**src/rtl/vga_pkg.sv**
```systemverilog
`default_nettype none
// +----------------------------------------------------------------------+
// | vga_pkg : VGA state encodings and default 640x480@60 timing         |
// | Revision: 1.0                                                        |
// +----------------------------------------------------------------------+
package vga_pkg;

  localparam int c_hres   = 640;
  localparam int c_h_fp   = 16;
  localparam int c_h_sync = 96;
  localparam int c_h_bp   = 48;
  localparam int c_vres   = 480;
  localparam int c_v_fp   = 10;
  localparam int c_v_sync = 2;
  localparam int c_v_bp   = 33;
  localparam int c_htotal = c_hres + c_h_fp + c_h_sync + c_h_bp;
  localparam int c_vtotal = c_vres + c_v_fp + c_v_sync + c_v_bp;

  // Generic axis phase encoding shared by both counters
  localparam logic [1:0] c_st_active = 2'd0;
  localparam logic [1:0] c_st_front  = 2'd1;
  localparam logic [1:0] c_st_sync   = 2'd2;
  localparam logic [1:0] c_st_back   = 2'd3;

  typedef enum logic [1:0] {
    H_ACTIVE = 2'd0,
    H_FRONT  = 2'd1,
    H_SYNC   = 2'd2,
    H_BACK   = 2'd3
  } h_state_t;

  typedef enum logic [1:0] {
    V_ACTIVE = 2'd0,
    V_FRONT  = 2'd1,
    V_SYNC   = 2'd2,
    V_BACK   = 2'd3
  } v_state_t;

endpackage
`default_nettype wire

```
**src/rtl/vga_axis_counter.sv**
```systemverilog
`default_nettype none
// +----------------------------------------------------------------------+
// | vga_axis_counter : wrapping position counter with porch/sync FSM    |
// | Revision: 1.0                                                        |
// +----------------------------------------------------------------------+
module vga_axis_counter
  import vga_pkg::*;
#(
  parameter int ACTIVE = 640,
  parameter int FRONT  = 16,
  parameter int SYNC   = 96,
  parameter int BACK   = 48
) (
  input  logic       clk,
  input  logic       rst_n,
  input  logic       tick,
  output logic [9:0] count,
  output logic [1:0] state_next,
  output logic       wrap
);

  localparam int         TOTAL      = ACTIVE + FRONT + SYNC + BACK;
  localparam logic [9:0] c_last     = 10'(TOTAL - 1);
  localparam logic [9:0] c_front_at = 10'(ACTIVE);
  localparam logic [9:0] c_sync_at  = 10'(ACTIVE + FRONT);
  localparam logic [9:0] c_back_at  = 10'(ACTIVE + FRONT + SYNC);

  logic [9:0] r_count;
  logic [1:0] r_state;
  logic [9:0] w_count_next;
  logic [1:0] w_state_next;
  logic       w_wrap;

  // Next-state values are exported so the parent can register decodes
  // in the same edge as the counter, keeping them aligned with count.
  always_comb begin
    w_wrap       = tick && (r_count == c_last);
    w_count_next = r_count;
    w_state_next = r_state;
    if (tick) begin
      w_count_next = w_wrap ? 10'd0 : r_count + 10'd1;
      if (w_count_next == 10'd0)
        w_state_next = c_st_active;
      else if (w_count_next == c_front_at)
        w_state_next = c_st_front;
      else if (w_count_next == c_sync_at)
        w_state_next = c_st_sync;
      else if (w_count_next == c_back_at)
        w_state_next = c_st_back;
    end
  end

  always_ff @(posedge clk or negedge rst_n) begin
    if (!rst_n) begin
      r_count <= 10'd0;
      r_state <= c_st_active;
    end else begin
      r_count <= w_count_next;
      r_state <= w_state_next;
    end
  end

  assign count      = r_count;
  assign state_next = w_state_next;
  assign wrap       = w_wrap;

endmodule
`default_nettype wire

```
**src/rtl/vga_controller.sv**
```systemverilog
`default_nettype none
// +----------------------------------------------------------------------+
// | vga_controller : VGA raster timing generator with registered decodes |
// | Option macro VGA_PIXEL_DIV2_EN: pixel rate = clk/2                    |
// | Revision: 1.0                                                        |
// +----------------------------------------------------------------------+
module vga_controller #(
  parameter int HRES   = vga_pkg::c_hres,
  parameter int VRES   = vga_pkg::c_vres,
  parameter int H_FP   = vga_pkg::c_h_fp,
  parameter int H_SYNC = vga_pkg::c_h_sync,
  parameter int H_BP   = vga_pkg::c_h_bp,
  parameter int V_FP   = vga_pkg::c_v_fp,
  parameter int V_SYNC = vga_pkg::c_v_sync,
  parameter int V_BP   = vga_pkg::c_v_bp
) (
  input  logic       clk,
  input  logic       rst_n,
  output logic       vga_clk,
  output logic       hsync,
  output logic       vsync,
  output logic       blank_n,
  output logic       sync_n,
  output logic [9:0] x,
  output logic [9:0] y,
  output logic       frame_start
);

  import vga_pkg::*;

  logic       w_pix_en;
  logic       r_run;
  logic       w_h_tick;
  logic       w_line_end;
  logic       w_frame_end;
  logic [1:0] w_h_sn;
  logic [1:0] w_v_sn;
  h_state_t   w_h_state;
  v_state_t   w_v_state;

`ifdef VGA_PIXEL_DIV2_EN
  logic r_div;

  always_ff @(posedge clk or negedge rst_n) begin
    if (!rst_n) r_div <= 1'b0;
    else        r_div <= ~r_div;
  end

  assign w_pix_en = r_div;
  assign vga_clk  = r_div;
`else
  assign w_pix_en = 1'b1;
  assign vga_clk  = clk;
`endif

  // The first tick after reset presents position 0,0 rather than advancing.
  assign w_h_tick = w_pix_en & r_run;

  vga_axis_counter #(
    .ACTIVE (HRES),
    .FRONT  (H_FP),
    .SYNC   (H_SYNC),
    .BACK   (H_BP)
  ) u_h_cnt (
    .clk        (clk),
    .rst_n      (rst_n),
    .tick       (w_h_tick),
    .count      (x),
    .state_next (w_h_sn),
    .wrap       (w_line_end)
  );

  vga_axis_counter #(
    .ACTIVE (VRES),
    .FRONT  (V_FP),
    .SYNC   (V_SYNC),
    .BACK   (V_BP)
  ) u_v_cnt (
    .clk        (clk),
    .rst_n      (rst_n),
    .tick       (w_line_end),
    .count      (y),
    .state_next (w_v_sn),
    .wrap       (w_frame_end)
  );

  assign w_h_state = h_state_t'(w_h_sn);
  assign w_v_state = v_state_t'(w_v_sn);

  always_ff @(posedge clk or negedge rst_n) begin
    if (!rst_n) begin
      r_run       <= 1'b0;
      hsync       <= 1'b1;
      vsync       <= 1'b1;
      blank_n     <= 1'b0;
      frame_start <= 1'b0;
    end else if (w_pix_en) begin
      r_run       <= 1'b1;
      hsync       <= (w_h_state != vga_pkg::H_SYNC);
      vsync       <= (w_v_state != vga_pkg::V_SYNC);
      blank_n     <= (w_h_state == vga_pkg::H_ACTIVE) &&
                     (w_v_state == vga_pkg::V_ACTIVE);
      frame_start <= ~r_run | w_frame_end;
    end
  end

  assign sync_n = 1'b0;

endmodule
`default_nettype wire

```
**config.mk**
```make
export PLATFORM = sky130hd
export DESIGN_NAME = vga_controller
export DESIGN_NICKNAME = d
export VERILOG_FILES = /design/src/rtl/vga_pkg.sv /design/src/rtl/vga_axis_counter.sv /design/src/rtl/vga_controller.sv
export SDC_FILE = /design/constraint.sdc
export NUM_CORES = 1
export LEC_CHECK = 0
export CAP_MARGIN = 20
export CORE_MARGIN = 8
export CORE_UTILIZATION = 40
export CTS_CLUSTER_DIAMETER = 150
export DETAILED_ROUTE_END_ITERATION = 10
export PLACE_DENSITY = 0.66
export SYNTH_ARGS = -nofsm -noshare
export SYNTH_HDL_FRONTEND = slang
export SYNTH_HIERARCHICAL = 1
export SYNTH_SLANG_ARGS = --single-unit
```
**constraint.sdc**
```tcl
create_clock -name clk -period 3.6 [get_ports clk]
set_clock_uncertainty 0.2 [all_clocks]
set_input_delay 0.54 -clock clk [delete_from_list [all_inputs] [get_ports clk]]
set_output_delay 0.54 -clock clk [all_outputs]
set_load 0.005 [all_outputs]
```
==> flow_summary.ini <==
[outcome]
status = completed

[clock_network]
path_clk_slew_ns = 0.07
cts_setup_buffers = 0
cts_hold_buffers = 0
cts_tree = built
clock_latency_ns = 0.39
postCtsResizedCells = 0

[setup_path]
required_ns = 3.69
endpoint = blank_n
reg2reg_depth = 11
r2r-end = blank_n
worstSetupPathType = flip-flop to flip-flop
path_max_fanout = 17
r2r-start = u_h_cnt/count[0]
rrSetupSlack_ns = 0.33
cp-end-kind = flip-flop
cp-start-kind = flip-flop
crit_start = u_h_cnt/count[0]
arrival_ns = 3.36

[timing]
tns_ns = 0
setup_ws_ns = 0.330
tightest_slew_ns = 0.526
whs_ns = 0.335
min_period_over_period_pct = 90.8
slew_violations = 0
setup-violations-final = 0
maxSlewHeadroom_pct = 64.9
rsz0062_at_grt = false
hold_violations = 0
fmax_ghz = 0.306
layout_min_cycle_time_ns = 3.27

[logic_synthesis]
synth_cell_types = 66
synth_top_area_cell = dfrtp_1
synth_warnings = 6
netlist_instances = 233
synth-main-ff-cell = dfrtp_1
synth_nets = 238
yosys-top-cells-count = nand2_1 (30), dfrtp_1 (27), o21ai_0 (15)
syn_area_per_cell_um2 = 9.08
yosys-top-cells-area = dfrtp_1 (32%), xnor2_1 (5.8%), nand2_1 (5.3%)
synth_top_area_share_pct = 32.0
synth_seq_area_share_pct = 34.4
synth-async-reset-ratio_pct = 100
synth-edff-count = 0
synth-seq-cells = 29
netlist_area_um2 = 2110
synth.most_common_cell = nand2_1

[pwr]
p_clk_share_pct = 36.1
power_switching_uw = 356
seqPwrFrac_pct = 38.8
powerDensity_nw_per_um2 = 446
p_int_uw = 768
cellLeakagePower_uw = 0.000962
p_comb_share_pct = 25.1
ir_drop_uv = 225
swShare_pct = 31.7

[drt]
dr.pass1.iters = 4
postRouteAntennaNets = 0
finalWirelength_um = 4790
viasPerCell = 5.41
dr_total_vias = 1768
wire_per_inst_um = 14.6
drc = 0
drtIter0Drc = 77

[global_routing]
antenna_found_initial = 0
grt_max_degree = 30
gr-usage-all-layers_pct = 13.4
grt_pass1_vias = 1736
grt_pass1_wl_um = 8120
grt_overflow_total = 0

[final_layout]
num-nets-final = 261
fin_util_pct = 49.4
area_growth_pct = 19.3
post_route_cells_drive_above_1_share_pct = 15.6
num_antenna_cells = 0

[hold_path]
hold_class = primary input to async pin

[placed_design]
io_buffers = 26
routabilityCongestion = 0.845
dp_hpwl_um = 3410
dpl_worst_slack_ns = 0.353

[die]
die_h_um = 88.7
rows = 26
io_pins = 28
die_w_um = 88.7
die_area_um2 = 7870
start_util_pct = 41.4
core_area_um2 = 5110

[flow_run]
cap_violations = 0
area by class of cell:
cell class              count  area (µm²)
clock buffers              11         148
clock inverters             1        5.00
fillers                   508        2580
inverters                   6        27.5
multi-input cells         179        1230
flip-flops and latches     29         728
well taps                  70        87.6
repair buffers             31         295
metal layers:
layer	share of wire [%]	wire length (µm)	GRT usage (%)	vias up
li1	-	-	-	880
met1	47	2240	15.8	827
met3	4.3	208	3.25	9
met5	0	0	0	-
met4	1.9	92	7.83	0
met2	47	2240	21.5	52
critical path: stages (launching register included):
cell      delay (ns)
dfrtp_1         0.45
ha_1            0.32
nand4_4         0.16
or3_4           0.18
clkinv_4        0.12
inv_1           0.14
nor2_1          0.07
and4_1          0.28
or4b_2          0.69
o221ai_1        0.18
nand2_1         0.12
nor4_2          0.26
flip-flops by register name, indices dropped and copies added (netlist names):
register / cells
frame_start: 1
vsync: 1
u_h_cnt/count: 10
u_h_cnt/r_state: 2
blank_n: 1
u_v_cnt/r_state: 2
u_v_cnt/count: 10
hsync: 1
r_run: 1
worst min-delay path by stage:
stage / start / endpoint / slack (ns) / cells past startpoint
2_1_floorplan: rst_n / blank_n / 0.04 / 0
3_3_place_gp: u_v_cnt/r_state[1] / u_v_cnt/r_state[1] / 0.36 / 2
3_5_place_dp: u_v_cnt/r_state[1] / u_v_cnt/r_state[1] / 0.37 / 2
4_1_cts: rst_n / u_h_cnt/count[3] / 0.36 / 2
5_1_grt: rst_n / r_run / 0.38 / 2
6_report: rst_n / r_run / 0.33 / 2
power groups by stage:
stage                     Sequential [µW]  Combinational (µW)  Clock [µW]
after floorplan                       406                 246        18.0
after global placement                443                 284        23.4
after detailed placement              444                 288        23.4
after CTS                             437                 289         420
after global routing                  447                 316         438
final                                 437                 282         406
placed cells by master (no fill, tap or decap), types with 2 or more instances in the layout:
master and instances:
nand2_1 30, o32a_1 2, or2_1 2, o211ai_1 2, o21ai_0 15, nor2_1 10
a21oi_1 5, nor3_1 9, and3_1 2, nor4b_1 2, conb_1 2, or4_1 2
nand3_1 12, nand4b_1 2, inv_1 5, and4bb_1 2, o21bai_1 2, and4_1 2
nand2b_1 4, mux2i_1 2, clkbuf_8 10, dfrtp_1 27, nand4_2 2, buf_4 6
nand3b_1 3, o22ai_1 2, xor2_1 2, o31ai_1 5, dfstp_2 2, nand4_1 4
mux2_2 2, xnor2_1 14, ha_1 3, nand3_4 2, clkdlybuf4s50_1 26, a31oi_1 4
per-stage QoR:
stage          instance area (µm²)  total power, µW  instances
6_report                      2520             1120        327
3_3_place_gp                  2380              750        316
3_5_place_dp                  2380              755        316
2_1_floorplan                 2110              671        233
4_1_cts                       2520             1150        327
5_1_grt                       2520             1200        327
cell families after synthesis:
family / Yosys count / synth area share [%]
DFF: 29 / 34.4
xor gates and xnor gates: 17 / 7.40
adders and majority gates: 3 / 1.78
other: 2 / 0.355
and+or+nand+nor: 105 / 31.1
buffers and inverters: 25 / 7.34
AOI/OAI and AO/OA: 48 / 15.6
muxes: 4 / 2.01
Power figures use the tool's default switching activity.
